===== src/rtl/qos_grant_dispatch_if.sv =====
`default_nettype none
// ============================================================================
// Module   : qos_grant_dispatch_if
// Brief    : Grant / VC-queue / transmit bundle for the QoS grant dispatcher.
// Revision : 1.0 - initial release
// ============================================================================
interface qos_grant_dispatch_if #(
  parameter int DATA_W = 32,
  parameter int CNT_W  = 8
);
  logic                  enb;
  logic [3:0]            grant;
  logic [3:0]            vc_valid;
  logic [4*DATA_W-1:0]   vc_data;
  logic [3:0]            vc_pop;
  logic [DATA_W-1:0]     tx_data;
  logic                  tx_valid;
  logic                  tx_ready;
  logic [1:0]            tx_vc;
  logic                  err_multi;
  logic                  err_empty;
  logic                  drop;
  logic [4*CNT_W-1:0]    svc_cnt;

  modport master (
    output enb, grant, vc_valid, vc_data, tx_ready,
    input  vc_pop, tx_data, tx_valid, tx_vc, err_multi, err_empty, drop, svc_cnt
  );

  modport slave (
    input  enb, grant, vc_valid, vc_data, tx_ready,
    output vc_pop, tx_data, tx_valid, tx_vc, err_multi, err_empty, drop, svc_cnt
  );
endinterface
`default_nettype wire


===== src/rtl/qos_grant_dispatch.sv =====
`default_nettype none
// ============================================================================
// Module   : qos_grant_dispatch
// Brief    : Pops the granted VC queue into a one-entry tx register, flags bad
//            grants and keeps saturating per-VC service counters.
// Revision : 1.0 - initial release
// ============================================================================
module qos_grant_dispatch #(
  parameter int DATA_W = 32,
  parameter int CNT_W  = 8
) (
  input  wire logic            clk,
  input  wire logic            reset,
  qos_grant_dispatch_if.slave  bus
);

  localparam logic [0:0]       S_EMPTY   = 1'b0;
  localparam logic [0:0]       S_FULL    = 1'b1;
  localparam logic [CNT_W-1:0] C_CNT_MAX = '1;

  logic [0:0]        r_state;
  logic [0:0]        w_next_state;
  logic [DATA_W-1:0] r_tx_data;
  logic [1:0]        r_tx_vc;
  logic              r_err_multi;
  logic              r_err_empty;
  logic              r_drop;

  logic              w_any;
  logic              w_onehot;
  logic              w_hit;
  logic              w_slot_free;
  logic              w_multi;
  logic              w_empty;
  logic              w_drop;
  logic              w_accept;
  logic [1:0]        w_idx;
  logic              w_tx_valid;
  logic [3:0]        w_pop;

  // Grant qualification; the errors never depend on backpressure, which gives them priority.
  always_comb begin
    w_any       = |bus.grant;
    w_onehot    = w_any && ((bus.grant & (bus.grant - 4'd1)) == 4'd0);
    w_hit       = |(bus.grant & bus.vc_valid);
    w_slot_free = (r_state == S_EMPTY) || bus.tx_ready;
    w_multi     = bus.enb && w_any && !w_onehot;
    w_empty     = bus.enb && w_onehot && !w_hit;
    w_drop      = bus.enb && w_onehot && w_hit && !w_slot_free;
    w_accept    = bus.enb && w_onehot && w_hit && w_slot_free && !reset;
    w_idx       = {bus.grant[3] | bus.grant[2], bus.grant[3] | bus.grant[1]};
  end

  always_ff @(posedge clk or posedge reset) begin
    if (reset) r_state <= S_EMPTY;
    else       r_state <= w_next_state;
  end

  always_comb begin
    w_next_state = r_state;
    if (w_accept)
      w_next_state = S_FULL;
    else if ((r_state == S_FULL) && bus.tx_ready)
      w_next_state = S_EMPTY;
  end

  always_comb begin
    w_tx_valid = (r_state == S_FULL);
    w_pop      = w_accept ? bus.grant : 4'd0;
  end

  always_ff @(posedge clk or posedge reset) begin
    if (reset) begin
      r_tx_data   <= '0;
      r_tx_vc     <= 2'd0;
      r_err_multi <= 1'b0;
      r_err_empty <= 1'b0;
      r_drop      <= 1'b0;
    end else begin
      r_err_multi <= w_multi;
      r_err_empty <= w_empty;
      r_drop      <= w_drop;
      if (w_accept) begin
        r_tx_data <= bus.vc_data[w_idx*DATA_W +: DATA_W];
        r_tx_vc   <= w_idx;
      end
    end
  end

  generate
    for (genvar gi = 0; gi < 4; gi++) begin : g_cnt
      logic [CNT_W-1:0] r_cnt;
      always_ff @(posedge clk or posedge reset) begin
        if (reset)
          r_cnt <= '0;
        else if (w_accept && (w_idx == 2'(gi)) && (r_cnt != C_CNT_MAX))
          r_cnt <= r_cnt + CNT_W'(1);
      end
      assign bus.svc_cnt[gi*CNT_W +: CNT_W] = r_cnt;
    end
  endgenerate

  assign bus.vc_pop    = w_pop;
  assign bus.tx_valid  = w_tx_valid;
  assign bus.tx_data   = r_tx_data;
  assign bus.tx_vc     = r_tx_vc;
  assign bus.err_multi = r_err_multi;
  assign bus.err_empty = r_err_empty;
  assign bus.drop      = r_drop;

endmodule
`default_nettype wire

===== src/flat_wrapper.sv =====
// flat-port wrapper written by rule: the top's interface ports become plain ports
module qos_grant_dispatch_flat 
#(
  parameter int DATA_W = 32,
  parameter int CNT_W  = 8
)
  (clk, reset, bus_enb, bus_grant, bus_vc_valid, bus_vc_data, bus_tx_ready, bus_vc_pop, bus_tx_data, bus_tx_valid, bus_tx_vc, bus_err_multi, bus_err_empty, bus_drop, bus_svc_cnt);
  qos_grant_dispatch_if #(.DATA_W(DATA_W), .CNT_W(CNT_W)) bus_i ();
  input  wire logic clk;
  input  wire logic reset;
  input wire logic [$bits(bus_i.enb)-1:0] bus_enb;
  input wire logic [$bits(bus_i.grant)-1:0] bus_grant;
  input wire logic [$bits(bus_i.vc_valid)-1:0] bus_vc_valid;
  input wire logic [$bits(bus_i.vc_data)-1:0] bus_vc_data;
  input wire logic [$bits(bus_i.tx_ready)-1:0] bus_tx_ready;
  output wire logic [$bits(bus_i.vc_pop)-1:0] bus_vc_pop;
  output wire logic [$bits(bus_i.tx_data)-1:0] bus_tx_data;
  output wire logic [$bits(bus_i.tx_valid)-1:0] bus_tx_valid;
  output wire logic [$bits(bus_i.tx_vc)-1:0] bus_tx_vc;
  output wire logic [$bits(bus_i.err_multi)-1:0] bus_err_multi;
  output wire logic [$bits(bus_i.err_empty)-1:0] bus_err_empty;
  output wire logic [$bits(bus_i.drop)-1:0] bus_drop;
  output wire logic [$bits(bus_i.svc_cnt)-1:0] bus_svc_cnt;
  assign bus_i.enb = bus_enb;
  assign bus_i.grant = bus_grant;
  assign bus_i.vc_valid = bus_vc_valid;
  assign bus_i.vc_data = bus_vc_data;
  assign bus_i.tx_ready = bus_tx_ready;
  assign bus_vc_pop = bus_i.vc_pop;
  assign bus_tx_data = bus_i.tx_data;
  assign bus_tx_valid = bus_i.tx_valid;
  assign bus_tx_vc = bus_i.tx_vc;
  assign bus_err_multi = bus_i.err_multi;
  assign bus_err_empty = bus_i.err_empty;
  assign bus_drop = bus_i.drop;
  assign bus_svc_cnt = bus_i.svc_cnt;
  qos_grant_dispatch #(.DATA_W(DATA_W), .CNT_W(CNT_W)) u_core (.clk(clk), .reset(reset), .bus(bus_i));
endmodule

===== config.mk =====
export PLATFORM = sky130hd
export DESIGN_NAME = qos_grant_dispatch_flat
export DESIGN_NICKNAME = d
export VERILOG_FILES = /design/src/rtl/qos_grant_dispatch_if.sv /design/src/rtl/qos_grant_dispatch.sv /design/src/flat_wrapper.sv
export SDC_FILE = /design/constraint.sdc
export NUM_CORES = 1
export LEC_CHECK = 0
export ABC_AREA = 1
export BUFFER_PORTS_ARGS = -buffer_cell sky130_fd_sc_hd__buf_2
export CORE_MARGIN = 2
export CORE_UTILIZATION = 25
export CTS_CLUSTER_DIAMETER = 150
export DETAILED_ROUTE_END_ITERATION = 8
export GPL_TIMING_DRIVEN = 1
export HOLD_SLACK_MARGIN = 0.02
export PLACE_DENSITY = 0.54
export RECOVER_POWER = 25
export SYNTH_ARGS = -nofsm -noshare
export SYNTH_HDL_FRONTEND = slang
export SYNTH_SLANG_ARGS = --single-unit

===== constraint.sdc =====
create_clock -name clk -period 2.94 [get_ports clk]
set_input_delay 0.147 -clock clk [delete_from_list [all_inputs] [get_ports clk]]
set_output_delay 0.147 -clock clk [all_outputs]
set_load 0.01 [all_outputs]

# Word level (Yosys, flattened, before mapping)
# Index checks and enable logic that the tools add are counted.
[op_classes] n_bitwise=5 n_mux=3 addsub=5 shift=1 n_eq_ne=7 reduce_logical=28
[op_table] op="$shiftx A128 B8 Y32" count=1
[op_table] op="$add A8 B1 Y8 const B" count=4
[op_table] op="$ne A8 B8 Y1 const B" count=4
[op_table] op="$logic_and A1 B1 Y1" count=18
[op_table] op="$and A4 B4 Y4" count=2
[op_table] op="$reduce_or A4 Y1" count=2
[op_table] op="$eq A2 B2 Y1 const B" count=2
[op_table] op="$logic_not A1 Y1" count=4
[op_table] op="$logic_not A4 Y1" count=1
[op_table] op="$mux W4" count=1
[op_table] op="$sub A4 B1 Y4 const B" count=1
[op_table] op="$eq A2 B1 Y1 const B" count=1
[op_table] op="$logic_not A2 Y1" count=1
[op_table] op="$mux W1" count=2
[op_table] op="$or A1 B1 Y1" count=2
[op_table] op="$reduce_bool A2 Y1" count=1
[op_table] op="$logic_or A1 B1 Y1" count=1
[op_table] op="$not A1 Y1" count=1
[totals] out_inout_bits=74 reg_bits=70 word_cells=59 input_bits=140

# Depth between registers and ports, before layout
# Gate-level depths: netlist of run 1.
[logic_depth] ltp_word=10 ltp_mapped=10 ltp_nobuf=8

# Worst setup path before layout of run 1
# Ideal clock, no wire load.
[synth_path] kind="input -> output" from="input reset" to="output bus_vc_pop[0]" required_ps=2793 path_stages=6 path_slack_ps=111 arrival_ps=2682 n_path_buf=1 cell_sequence="inv_1 -> nand2_1 -> inv_1 -> nand3_2 -> buf_2 -> nor2_1"
[synth_between] elab_chain_cells=3
[synth_lines] element="from (decl)" line_no="flat_wrapper.sv:10" text="input wire logic reset;"
[synth_lines] element="$logic_not A1 Y1" line_no="qos_grant_dispatch.sv:50" text="w_accept = bus.enb && w_onehot && w_hit && w_slot_free && !reset;"
[synth_lines] element="$logic_and A1 B1 Y1" line_no="qos_grant_dispatch.sv:50"
[synth_lines] element="$mux W4" line_no="qos_grant_dispatch.sv:69" text="w_pop = w_accept ? bus.grant : 4'd0;"
[synth_lines] element="to (decl)" line_no="flat_wrapper.sv:16" text="output wire logic [$bits(bus_i.vc_pop)-1:0] bus_vc_pop;"
# No other way between the ends.

# Final worst setup path of run 1
# Same ends and word-level chain as after synthesis.

==> Flow_metrics.wiki, run 1 <==
{| class="wikitable"
! Metric !! Value
|-
| Run status || completed
|-
| Total clock buffers created by CTS || 9
|-
| Post-CTS setup buffers || 0
|-
| Origin of the worst setup path || reset
|-
| Die Outline Area || 18600 µm²
|-
| WL final || 15.9 mm
|-
| Final number of setup-violating endpoints || 0
|-
| Minimum setup slack among reg-to-reg paths || about 1 ns
|-
| DRC marker count from the first detailed-route iteration || 233
|-
| Number of antenna violations at the first check in global routing || 5
|-
| Maximum vdd drop || 0.000266 V
|-
| Internal portion of total power || 2070 µW
|-
| Combinational group share of total power || 0.238
|-
| Remaining antenna violation count after routing || 0
|-
| Register bit count reported by yosys || 70
|-
| Post-layout minimum cycle time || 2.28 ns
|-
| Number of DRC violations after detailed routing || 0
|-
| Clock Power Share || 0.353
|-
| Share of total power consumed by net switching || 0.319
|-
| Share of cells above drive strength 1 || 0.286
|-
| Switching pwr || slightly below 1000 µW
|-
| Commonest cells after routing, fill and taps aside || sky130_fd_sc_hd__nand2_1, sky130_fd_sc_hd__buf_2, sky130_fd_sc_hd__nand3_1, sky130_fd_sc_hd__dfrtp_1, sky130_fd_sc_hd__nand4_1
|-
| First-pass GRT wire length || 24.9 mm
|-
| Hold WS || 0.112 ns
|-
| Mean Syn Cell Area || 7.00 µm²
|-
| Clock latency at the later pin of the worst-skew pair || 0.34 ns
|-
| Post-synthesis to final-layout area growth || 35.4%
|-
| Capturing instance or port of the critical path || bus_vc_pop[0]
|-
| Synth async-reset ratio || 1.00
|-
| Clock-pin slew of the registers on the worst-case setup and hold paths || 0.06 ns
|-
| Worst path required time || roughly 2.8 ns
|-
| RSZ-0062 raised after global routing || no
|-
| Final period utilization || 0.775
|-
| Vertical die dimension || 136 µm
|-
| Maximum number of pins on one net before global-route repair || 66
|-
| Chip Width || 136 µm
|-
| I/O pin count || 214
|-
| Worst-case clock buffer depth || 2
|-
| Root cell of the clock tree || sky130_fd_sc_hd__clkbuf_16
|-
| Skew final || a little under 0.009 ns
|-
| CP Data Arrival Time || 2.13 ns
|-
| Detail Placement HPWL || 11.6 mm
|-
| Number of nets in the final layout || 969
|-
| Routability Congestion || slightly below 0.8
|-
| Terminus of the critical flop-to-flop path || u_core.g_cnt[2].r_cnt[3]
|-
| Sink count of the clock tree || 70
|-
| Detailed-route wire length per cell || 15.0 µm
|-
| Count of port buffers added during placement || 213
|-
| Number of global-route vias before repair || 4746
|-
| Pwr per Cell Area || around 510 nW/µm²
|-
| Peak fanout along the critical path || 18
|-
| Maximum clock rate || 0.439 GHz
|-
| Floorplan core area || 17200 µm²
|-
| R2R cell count || 7
|-
| Sum of overflow across all layers after global routing || 0
|-
| Iteration count of the initial detailed-routing pass || 4
|-
| Sequential element share of the synthesized area || 0.401
|-
| Standard-cell rows || 48
|-
| Total count of hold-check failures in the final report || 0
|-
| Initial cell density of the core || 0.254
|-
| Beginning of the worst register-to-register path || u_core.g_cnt[2].r_cnt[1]
|-
| Number of enable-type register cells in the synthesized netlist || 0
|-
| Prevailing post-synth register cell || sky130_fd_sc_hd__dfrtp_1
|-
| Max-slew violation total from the final report || 0
|-
| Max capacitance violation total || 0
|-
| Synth warnings || 0
|-
| TritonCTS clock tree || done
|-
| Cell area after technology mapping || 4370 µm²
|-
| Syn Nets || about 770
|-
| Via-to-Cell Ratio || 4.67
|-
| Worst setup path class || in2out
|-
| Worst min path class || in2reg
|-
| Slew of the pin with the lowest slew margin || between 0.7 and 0.8 ns
|-
| Critical Path Start Type || input port
|-
| H-tree level count || 3
|-
| Number of vias in the routed layout || 4930
|-
| Netlist cell types || 25
|-
| Slew HR || 0.525
|-
| Number of instances in the synthesized netlist || 624
|-
| Leading cell type in the layout, fill and taps excluded || sky130_fd_sc_hd__nand2_1
|-
| Accumulated negative setup slack || 0 ns
|-
| Aggregate global-route resource usage || 0.175
|-
| Crit end category || output pin
|-
| Sequential share of power || 0.409
|-
| P_leak || 0.00323 µW
|}
cells in the mapped netlist (2+ instances only):
master                       n  area [µm²]
sky130_fd_sc_hd__nand2_1   248         931
sky130_fd_sc_hd__nand3_1   137         686
sky130_fd_sc_hd__dfrtp_1    70        1750
sky130_fd_sc_hd__nand4_1    37         231
sky130_fd_sc_hd__inv_1      26        97.6
sky130_fd_sc_hd__nor2_1     23        86.3
sky130_fd_sc_hd__clkbuf_1   17        63.8
sky130_fd_sc_hd__buf_2      13        65.1
sky130_fd_sc_hd__xor2_1     12         105
sky130_fd_sc_hd__inv_2       5        18.8
sky130_fd_sc_hd__xnor2_1     5        43.8
sky130_fd_sc_hd__a21oi_2     4        35.0
sky130_fd_sc_hd__buf_4       4        30.0
sky130_fd_sc_hd__ha_1        4        50.1
sky130_fd_sc_hd__nand4_2     4        50.1
sky130_fd_sc_hd__nor2_4      3        33.8
sky130_fd_sc_hd__nand3b_1    2        15.0
sky130_fd_sc_hd__nor3_1      2        10.0
sky130_fd_sc_hd__o21ai_1     2        10.0
sequential cells by signal, indices dropped and copies added, names as in the netlist:
signal                flops
u_core.bus.err_multi      1
u_core.bus.tx_data       32
u_core.bus.tx_valid       1
u_core.bus.drop           1
u_core.g_cnt.r_cnt       32
u_core.bus.err_empty      1
u_core.bus.tx_vc          2
worst max-delay path, stage by stage:
cell and delay, ns:
sky130_fd_sc_hd__dlygate4sd3_1 0.53, sky130_fd_sc_hd__clkbuf_1 0.13, sky130_fd_sc_hd__clkinvlp_2 0.13, sky130_fd_sc_hd__nand2_1 0.11, sky130_fd_sc_hd__inv_1 0.21, sky130_fd_sc_hd__nand3_2 0.41
sky130_fd_sc_hd__nor2_1 0.29, sky130_fd_sc_hd__buf_2 0.17
metal layers:
layer,vias to the layer above,track usage,wire length [µm]
met1,2250,0.221,7180
met2,186,0.293,7370
met3,18,0.0451,1070
met4,4,0.0521,210
li1,2472,-,-
met5,-,0,27
area by class of cell:
| type | instances | area [µm²] |
|---|---|---|
| Antenna cell | 2 | 5.00 |
| Multi-Input combinational cell | 489 | 2350 |
| Fill cell | 1926 | 11300 |
| Clock buffer | 15 | 288 |
| Sequential cell | 70 | 1750 |
| Tap cell | 225 | 282 |
| Timing Repair Buffer | 224 | 1130 |
| Inverter | 31 | 118 |
kinds of logic (layout without fill, tap and decap cells):
logic type      count (synthesis)  after routing  synth area share
compound gates                  7              7            0.0114
buf+inv                        65            270            0.0630
simple gates                  461            461             0.479
fa+ha+maj                       4              4            0.0115
flops                          70             70             0.401
xor+xnor                       17             17            0.0341
other cells                     0              2                 0
power by group through the flow:
stage | registers [µW] | logic [µW] | clock network [µW]
finish | 1240 | 724 | 1070
global route | 1270 | 822 | 1140
CTS | 1240 | 756 | 1100
detailed placement | 1250 | 756 | 0
global placement | 1260 | 752 | 0
floorplan | 1310 | 309 | 0
per-stage QoR:
stage	area [µm²]	power, µW	cells	worst slack (ns)	util
final	5920	3040	1056	0.662	0.345
after global routing	5910	3230	1054	0.468	0.344
after CTS	5940	3100	1054	0.691	0.346
after detailed placement	5640	2010	1038	0.801	0.328
after global placement	5640	2010	1038	0.757	0.328
after floorplan	4370	1620	624	0.111	-
worst min-delay path by stage:
stage	endpoint	slack, ns	cells after the start	startpoint
final	u_core.bus.tx_data[26]	0.11	5	bus_vc_data[122]
after global routing	u_core.bus.tx_data[19]	0.13	5	bus_vc_data[115]
after CTS	u_core.bus.tx_data[26]	0.1	5	bus_vc_data[122]
after detailed placement	u_core.bus.tx_data[15]	0.36	3	reset
after global placement	u_core.bus.tx_data[15]	0.35	3	reset
after floorplan	u_core.bus.drop	0.33	3	bus_tx_ready
what timing repair did:
action                                 in CTS  in global routing
endpoints found under the hold margin      32                  0
hold buffers                                1                  0
gates resized for setup                     0                  0
(Power assumes the default switching activity.)
==> run 2, diff against run 1 <==
--- a/config.mk
+++ b/config.mk
@@ -5,7 +5,7 @@
 export SDC_FILE = /design/constraint.sdc
 export NUM_CORES = 1
 export LEC_CHECK = 0
-export ABC_AREA = 1
+export ABC_AREA = 0
 export BUFFER_PORTS_ARGS = -buffer_cell sky130_fd_sc_hd__buf_2
 export CORE_MARGIN = 2
 export CORE_UTILIZATION = 25
@@ -13,7 +13,7 @@
 export DETAILED_ROUTE_END_ITERATION = 8
 export GPL_TIMING_DRIVEN = 1
 export HOLD_SLACK_MARGIN = 0.02
-export PLACE_DENSITY = 0.54
+export PLACE_DENSITY = 0.57
 export RECOVER_POWER = 25
 export SYNTH_ARGS = -nofsm -noshare
 export SYNTH_HDL_FRONTEND = slang
==> constraint.sdc (replaced) <==
create_clock -name clk -period 1.9 [get_ports clk]
set_input_delay 0.095 -clock clk [delete_from_list [all_inputs] [get_ports clk]]
set_output_delay 0.095 -clock clk [all_outputs]
set_load 0.01 [all_outputs]
==> run 2 against run 1 <==
Compared with the run above:
- the flow now finishes with violations (max-capacitance violations, max-slew violations)
- flip-flop and latch count unchanged
- combinational power up 53%
- routed wire length down 22%
- setup slack worse by 0.51 ns
- non-clock buffer count up 11
- utilization up 3.0 points
- critical endpoint is now u_core.g_cnt[3].r_cnt[2]
- largest power group unchanged
==> Flow_metrics.wiki, run 2 <==
{| class="wikitable"
! Metric !! Value
|-
| H-tree level count || 3 (unchanged)
|-
| R2R cell count || 5 (-2)
|-
| Vertical die dimension || 127 µm (-6.9%)
|-
| Number of enable-type register cells in the synthesized netlist || 0 (unchanged)
|-
| Post-CTS setup buffers || 0 (unchanged)
|-
| Share of cells above drive strength 1 || 0.459 (+0.173)
|-
| Number of DRC violations after detailed routing || 0 (unchanged)
|-
| Final number of setup-violating endpoints || 0 (unchanged)
|-
| Total clock buffers created by CTS || 9 (unchanged)
|-
| Chip Width || 127 µm (-6.9%)
|-
| Dominant cell type by count on the critical path || sky130_fd_sc_hd__and3_1
|-
| Sink count of the clock tree || 70 (unchanged)
|-
| DRC marker count from the first detailed-route iteration || 174 (-25%)
|-
| Sum of overflow across all layers after global routing || 0 (unchanged)
|-
| Layer with the highest usage || met2
|-
| Final core utilization || 0.374 (+0.0295)
|-
| Crit end category || flop
|-
| Clock-pin slew of the registers on the worst-case setup and hold paths || 0.06 ns (about the same)
|-
| Placement-stage cell area || 5160 µm² (-8.5%)
|-
| Max capacitance violation total || 1 (+1)
|-
| Cells along the critical path || ha_1, and3_1, and3_1, or3_1, xnor2_1
|-
| Beginning of the worst register-to-register path || u_core.g_cnt[3].r_cnt[0]
|-
| Minimum setup slack among reg-to-reg paths || 0.15 ns (-0.88 ns)
|-
| Register bit count reported by yosys || 70 (unchanged)
|-
| Total count of hold-check failures in the final report || 0 (unchanged)
|-
| Worst setup path class || reg2reg
|-
| Number of antenna violations at the first check in global routing || 0 (-5)
|-
| Worst min path class || in2reg
|-
| I/O pin count || 214 (unchanged)
|-
| Iteration count of the initial detailed-routing pass || 5 (+1)
|-
| Via-to-Cell Ratio || 4.87 (+4.3%)
|-
| Maximum clock rate || approximately 0.57 GHz
|-
| Number of instances on the worst hold path || 3 (-2)
|-
| Number of global-route vias before repair || 3876 (-18%)
|-
| Routability Congestion || 0.835 (+6.2%)
|-
| End of the worst hold path || u_core.bus.tx_data[0]
|-
| Root cell of the clock tree || sky130_fd_sc_hd__clkbuf_16
|-
| Worst path required time || 2.11 ns (-0.68 ns)
|-
| CP peak stage delay || 0.44 ns (-0.09 ns)
|-
| P_leak || 0.00281 µW (-13%)
|-
| Count of port buffers added during placement || 213 (unchanged)
|-
| Met2 Usage GRT || 0.261 (-0.0315)
|-
| Detailed-route wire length per cell || 16.0 µm (+6.4%)
|-
| Violated checks || max-capacitance violations, max-slew violations
|-
| Pwr per Cell Area || 888 nW/µm² (+73%)
|-
| Aggregate global-route resource usage || 0.153 (-0.0221)
|-
| Hold WS || 0.0459 ns (-0.0664 ns)
|-
| Final setup slack of the worst path || 0.149 ns (-0.513 ns)
|-
| First-pass GRT wire length || 19.6 mm (-22%)
|-
| Met1 usage || 0.192 (-0.0287)
|-
| Leading cell types by total area after synthesis || sky130_fd_sc_hd__dfrtp_1, sky130_fd_sc_hd__a221oi_1, sky130_fd_sc_hd__a22o_1
|-
| Maximum vdd drop || 0.000343 V (+29%)
|-
| ANT cells || 0 (-2)
|-
| Fraction of synthesized cell area taken by the top area cell type || 0.465 (+0.0642)
|-
| Netlist cell types || 39 (+56%)
|-
| Critical Path Start Type || flop
|-
| Pre-CTS setup slack || 0.0295 ns (-0.771 ns)
|-
| Remaining antenna violation count after routing || 0 (unchanged)
|-
| Number of vias in the routed layout || 3772 (-23%)
|-
| Largest area contributor in the synthesized netlist || sky130_fd_sc_hd__dfrtp_1
|-
| Hold path startpoint || bus_vc_data[64]
|-
| Standard-cell rows || 44 (-8.3%)
|-
| Initial cell density of the core || 0.257 (+0.00282)
|-
| Prevailing post-synth register cell || sky130_fd_sc_hd__dfrtp_1
|-
| Skew final || 0.00513 ns (-0.00360 ns)
|-
| Die Outline Area || 16100 µm² (-13%)
|-
| Non-Filler Cell Area, Final || 5480 µm² (-7.4%)
|-
| Peak fanout along the critical path || 5 (-13)
|-
| Worst-case clock buffer depth || 2 (unchanged)
|-
| Origin of the worst setup path || u_core.g_cnt[3].r_cnt[0]
|-
| TritonCTS clock tree || done
|-
| Number of nets in the final layout || 730 (-25%)
|-
| Slew of the pin with the lowest slew margin || 1.60 ns (+0.893 ns)
|-
| Cell area after technology mapping || 3770 µm² (-14%)
|-
| Met3 Resource Use GR || 0.0396 (-0.00547)
|-
| Cell at the slowest stage of the critical path || sky130_fd_sc_hd__dfrtp_1
|-
| WL final || 12.4 mm (-22%)
|-
| Max-slew violation total from the final report || 71 (+71)
|-
| Synth warnings || 0 (unchanged)
|-
| Maximum number of pins on one net before global-route repair || 71 (+7.6%)
|-
| Clock latency at the later pin of the worst-skew pair || 0.33 ns (about the same)
|-
| Floorplan core area || 14600 µm² (-15%)
|-
| Syn Nets || 516 (-33%)
|-
| Most used standard cells in the synthesized netlist || sky130_fd_sc_hd__dfrtp_1, sky130_fd_sc_hd__nand2_1, sky130_fd_sc_hd__o21ai_0
|-
| Post-layout minimum cycle time || 1.75 ns
|-
| Number of instances in the synthesized netlist || 372 (-40%)
|-
| Mean Syn Cell Area || 10.1 µm² (+45%)
|-
| Slew HR || -0.0698 (-0.595)
|-
| CP Data Arrival Time || 1.97 ns (-0.16 ns)
|-
| Run status || finished, violations left
|-
| Commonest cells after routing, fill and taps aside || sky130_fd_sc_hd__buf_2, sky130_fd_sc_hd__dfrtp_1, sky130_fd_sc_hd__nand2_1, sky130_fd_sc_hd__o21ai_0
|-
| Sequential element share of the synthesized area || 0.465 (+0.0642)
|-
| Accumulated negative setup slack || 0 ns (unchanged)
|-
| Final period utilization || 0.921
|-
| RSZ-0062 raised after global routing || no
|-
| Leading cell type in the layout, fill and taps excluded || sky130_fd_sc_hd__buf_2
|-
| Post-synthesis to final-layout area growth || 45.4%
|-
| Terminus of the critical flop-to-flop path || u_core.g_cnt[3].r_cnt[2]
|-
| Library cell with the highest instance count after synthesis || sky130_fd_sc_hd__dfrtp_1
|-
| Detail Placement HPWL || 9.30 mm (-20%)
|-
| Synth async-reset ratio || 1.00 (unchanged)
|}
run 2: where the power goes:
group	leakage, µW	switching (µW)	total, µW	internal [µW]
clock network	0.000154	647	1830	1180
logic	0.00174	593	1110	512
registers	0.000924	177	1930	1750
total	0.00281	1420	4860	3450
run 2: logic make-up after synthesis:
kind of cell | count (synthesis) | synth area share
AO/OA/AOI/OAI | 107 | 0.212
XOR/XNOR | 24 | 0.0558
adder cells (fa/ha/maj) | 5 | 0.0159
buffers and inverters | 34 | 0.0458
flip-flops | 70 | 0.465
multiplexers | 7 | 0.0209
AND/OR/NAND/NOR | 125 | 0.185
run 2: worst max-delay path, delay by kind of cell (launching register included):
kind	cells	cell delay [ns]
flops	1	0.44
simple gates	3	0.80
xor+xnor	1	0.14
fa+ha+maj	1	0.25
run 2: what timing repair did:
action,in CTS,in global routing
gates resized for setup,0,1
hold buffers,0,0
setup endpoints to repair,0,2
run 2: how the worst max path moves through the flow:
stage / endpoint / depth (start not counted)
finish: u_core.g_cnt[3].r_cnt[2] / 5
global route: u_core.g_cnt[3].r_cnt[2] / 5
CTS: u_core.g_cnt[3].r_cnt[1] / 5
detailed placement: u_core.g_cnt[0].r_cnt[1] / 7
global placement: u_core.g_cnt[1].r_cnt[1] / 7
floorplan: u_core.g_cnt[0].r_cnt[3] / 8
run 2: layer usage:
layer | share of wire | wire length, µm
met5 | 0 | 0
met1 | 0.44 | 5400
met3 | 0.060 | 740
met4 | 0.011 | 135
met2 | 0.49 | 6110
run 2: through the flow:
step,power (µW),instances
floorplan,2480,372
global route,5160,775
finish,4860,775
CTS,4950,775
global placement,3050,759
detailed placement,3090,759
run 2: layout make-up:
type / instances / area (µm²)
fillers: 1500 / 9170
multi-input cells: 268 / 1880
flip-flops and latches: 70 / 1750
repair buffers: 235 / 1290
clock buffers: 10 / 239
well taps: 184 / 230
clock inverters: 6 / 85.1
inverters: 2 / 8.76
==> run 3, diff against run 2 <==
--- a/config.mk
+++ b/config.mk
@@ -6,9 +6,10 @@
 export NUM_CORES = 1
 export LEC_CHECK = 0
 export ABC_AREA = 0
-export BUFFER_PORTS_ARGS = -buffer_cell sky130_fd_sc_hd__buf_2
+export BUFFER_PORTS_ARGS = -buffer_cell sky130_fd_sc_hd__buf_4
 export CORE_MARGIN = 2
 export CORE_UTILIZATION = 25
+export CTS_BUF_LIST = sky130_fd_sc_hd__clkbuf_8
 export CTS_CLUSTER_DIAMETER = 150
 export DETAILED_ROUTE_END_ITERATION = 8
 export GPL_TIMING_DRIVEN = 1
==> run 3 against run 2 <==
Compared with the run above:
- the flow still finishes with violations (max-capacitance violations, max-slew violations)
- register-to-register slack worse by 0.02 ns
- final area grew 12%
- critical endpoint is now bus_vc_pop[3]
- utilization is 4.5 points higher
- highest routed layer unchanged
- sequential share of layout area fell by 3.5 points
- clock power shrank 26%
- sequential power about the same
==> Flow_metrics.wiki, run 3 (synthesis results as in run 2) <==
{| class="wikitable"
! Metric !! Value
|-
| Number of antenna violations at the first check in global routing || 0 (unchanged)
|-
| Critical Path Start Type || flop
|-
| Leading cell type in the layout, fill and taps excluded || sky130_fd_sc_hd__buf_4
|-
| Detailed-route wire length per cell || 16.2 µm (+1.3%)
|-
| Root cell of the clock tree || sky130_fd_sc_hd__clkbuf_8
|-
| Count of port buffers added during placement || 213 (unchanged)
|-
| Share of total power consumed by net switching || 0.295 (+0.00339)
|-
| Detail Placement HPWL || 9.74 mm (+4.7%)
|-
| Number of DRC violations after detailed routing || 0 (unchanged)
|-
| Sequential share of power || 0.410 (+0.013)
|-
| Total clock buffers created by CTS || 9 (unchanged)
|-
| Skew final || 0.00734 ns (+0.00221 ns)
|-
| Post-synthesis to final-layout area growth || 63.0%
|-
| Max-slew violation total from the final report || 71 (unchanged)
|-
| Hold WS || 0.0406 ns (-0.00529 ns)
|-
| Iteration count of the initial detailed-routing pass || 4 (-1)
|-
| Crit end category || output pin
|-
| Chip Width || 127 µm (unchanged)
|-
| Aggregate global-route resource usage || 0.162 (+0.00904)
|-
| First-pass GRT wire length || 20.7 mm (+6.0%)
|-
| Maximum vdd drop || 0.000288 V (-16%)
|-
| Run status || finished, violations left
|-
| Standard-cell rows || 44 (unchanged)
|-
| Number of nets in the final layout || 759 (+4.0%)
|-
| Via-to-Cell Ratio || 4.86 (about the same)
|-
| Clock latency at the later pin of the worst-skew pair || 0.35 ns (+0.02 ns)
|-
| Commonest cells after routing, fill and taps aside || sky130_fd_sc_hd__buf_4, sky130_fd_sc_hd__dfrtp_1, sky130_fd_sc_hd__nand2_1, sky130_fd_sc_hd__o21ai_0
|-
| Slew HR || -0.198 (-0.128)
|-
| Pwr per Cell Area || 762 nW/µm² (-14%)
|-
| Floorplan core area || 14600 µm² (unchanged)
|-
| Multi-input gate area in the final layout || 1880 µm² (+0.13%)
|-
| Final number of setup-violating endpoints || 0 (unchanged)
|-
| Final instance count without filler cells || 804 (+3.7%)
|-
| Die Outline Area || 16100 µm² (unchanged)
|-
| P_leak || 0.00304 µW (+8.1%)
|-
| Worst setup path class || reg2out
|-
| CP Data Arrival Time || 1.69 ns (-0.28 ns)
|-
| Fill cells || 1467 (-2.2%)
|-
| I/O pin count || 214 (unchanged)
|-
| Share of cells above drive strength 1 || 0.471 (+0.0124)
|-
| TritonCTS clock tree || done
|-
| Final core utilization || 0.419 (+0.0453)
|-
| Number of global-route vias before repair || 3926 (+1.3%)
|-
| Max capacitance violation total || 1 (unchanged)
|-
| Sum of overflow across all layers after global routing || 0 (unchanged)
|-
| Total count of hold-check failures in the final report || 0 (unchanged)
|-
| Switching pwr || 1380 µW (-2.7%)
|-
| Maximum clock rate || 0.562 GHz (-1.7%)
|-
| Violated checks || max-capacitance violations, max-slew violations
|-
| Number of vias in the routed layout || 3910 (+3.7%)
|-
| Clock Power Share || 0.288 (-0.088)
|-
| Vertical die dimension || 127 µm (unchanged)
|-
| Combined flip-flop and latch cell area || 1750 µm² (unchanged)
|-
| Internal portion of total power || 3300 µW (-4.3%)
|-
| Worst min path class || in2reg
|-
| WL final || 13.0 mm (+5.1%)
|-
| # placed instances || 769 (+1.3%)
|-
| Slew of the pin with the lowest slew margin || 1.80 ns (+0.192 ns)
|-
| Combinational group share of total power || 0.302 (+0.075)
|-
| DRC marker count from the first detailed-route iteration || 167 (-4.0%)
|-
| Peak fanout along the critical path || 6 (+1)
|-
| Clock-pin slew of the registers on the worst-case setup and hold paths || 0.08 ns (+0.02 ns)
|-
| Worst path required time || 1.80 ns (-0.31 ns)
|-
| Worst-case clock buffer depth || 2 (unchanged)
|-
| Routability Congestion || 0.791 (-5.3%)
|-
| H-tree level count || 3 (unchanged)
|-
| Maximum number of pins on one net before global-route repair || 71 (unchanged)
|-
| Initial cell density of the core || 0.257 (unchanged)
|-
| ANT cells || 0 (unchanged)
|-
| Final period utilization || 0.937 (+0.0157)
|-
| Remaining antenna violation count after routing || 0 (unchanged)
|-
| Post-layout minimum cycle time || 1.78 ns (+0.0299 ns)
|-
| Sink count of the clock tree || 70 (unchanged)
|}
## run 3: cell count changes in the layout (fill, tap and decap cells not counted), sizes merged
cell	previous run	this run
inv	1	3
clkinvlp	3	1
dlygate4sd3	0	8
buf	233	254
## run 3: routing by layer
layer / global-route usage / part of all wire / vias to the layer above
li1: - / - / 1890
met1: 0.212 / 0.44 / 1882
met2: 0.273 / 0.50 / 127
met3: 0.0329 / 0.057 / 11
met4: 0.0427 / 0.011 / 0
met5: 0 / 0 / -
## run 3: per-stage QoR
stage	worst slack (ns)	cell area (µm²)	power (µW)	setup TNS [ns]
4_1_cts	0.000249	6090	4770	0
6_report	0.119	6140	4680	0
3_3_place_gp	0.0573	5750	3330	0
5_1_grt	-0.00906	6140	4980	-0.0157
3_5_place_dp	0.0251	5750	3360	0
2_1_floorplan	-0.224	3820	2480	-7.93
## run 3: worst paths after layout
kind                                             from                        to  slack (ns)  depth (start not counted)
worst max-delay path              u_core.bus.tx_valid             bus_vc_pop[3]        0.12                          7
worst min-delay path                 bus_vc_data[104]     u_core.bus.tx_data[8]        0.04                          3
worst max register to register    u_core.bus.tx_valid  u_core.g_cnt[0].r_cnt[1]        0.13                          6
worst min register to register  u_core.bus.tx_data[6]     u_core.bus.tx_data[6]        0.49                          2
max in group asynchronous                       reset    u_core.bus.tx_data[19]        0.43                          3
min in group asynchronous                       reset     u_core.bus.tx_data[4]        0.42                          3
## run 3: worst max-delay path, cell delays in order, from the launching register on
cell and delay, ns:
sky130_fd_sc_hd__dfrtp_1 0.38, sky130_fd_sc_hd__nand2b_1 0.09, sky130_fd_sc_hd__nand2_1 0.07, sky130_fd_sc_hd__nand4bb_4 0.27
sky130_fd_sc_hd__buf_6 0.18, sky130_fd_sc_hd__buf_4 0.14, sky130_fd_sc_hd__nor2_2 0.09, sky130_fd_sc_hd__buf_4 0.12
## run 3: cell type report
cell class / count / share of cell area
timing repair buffer: 264 / 0.334
multi-input combinational: 268 / 0.306
sequential: 70 / 0.285
tap: 184 / 0.0375
clock buffer: 10 / 0.0224
clock inverter: 6 / 0.0126
inverter: 2 / 0.00183
## run 3: what timing repair did
action | 4_1_cts | 5_1_grt
resized for setup | 2 | 2
hold buffers | 9 | 0
hold endpoints to repair | 6 | 0
setup endpoints to repair | 4 | 10
pin swaps | 1 | 2
buffers inserted | 3 | 8
## run 3: power groups by stage
| stage | Combinational (µW) | Clock [µW] | Sequential [µW] |
|---|---|---|---|
| after floorplan | 401 | 0 | 2070 |
| after global placement | 1390 | 0 | 1940 |
| after detailed placement | 1410 | 0 | 1950 |
| after CTS | 1440 | 1410 | 1920 |
| after global routing | 1550 | 1470 | 1960 |
| final | 1410 | 1350 | 1920 |
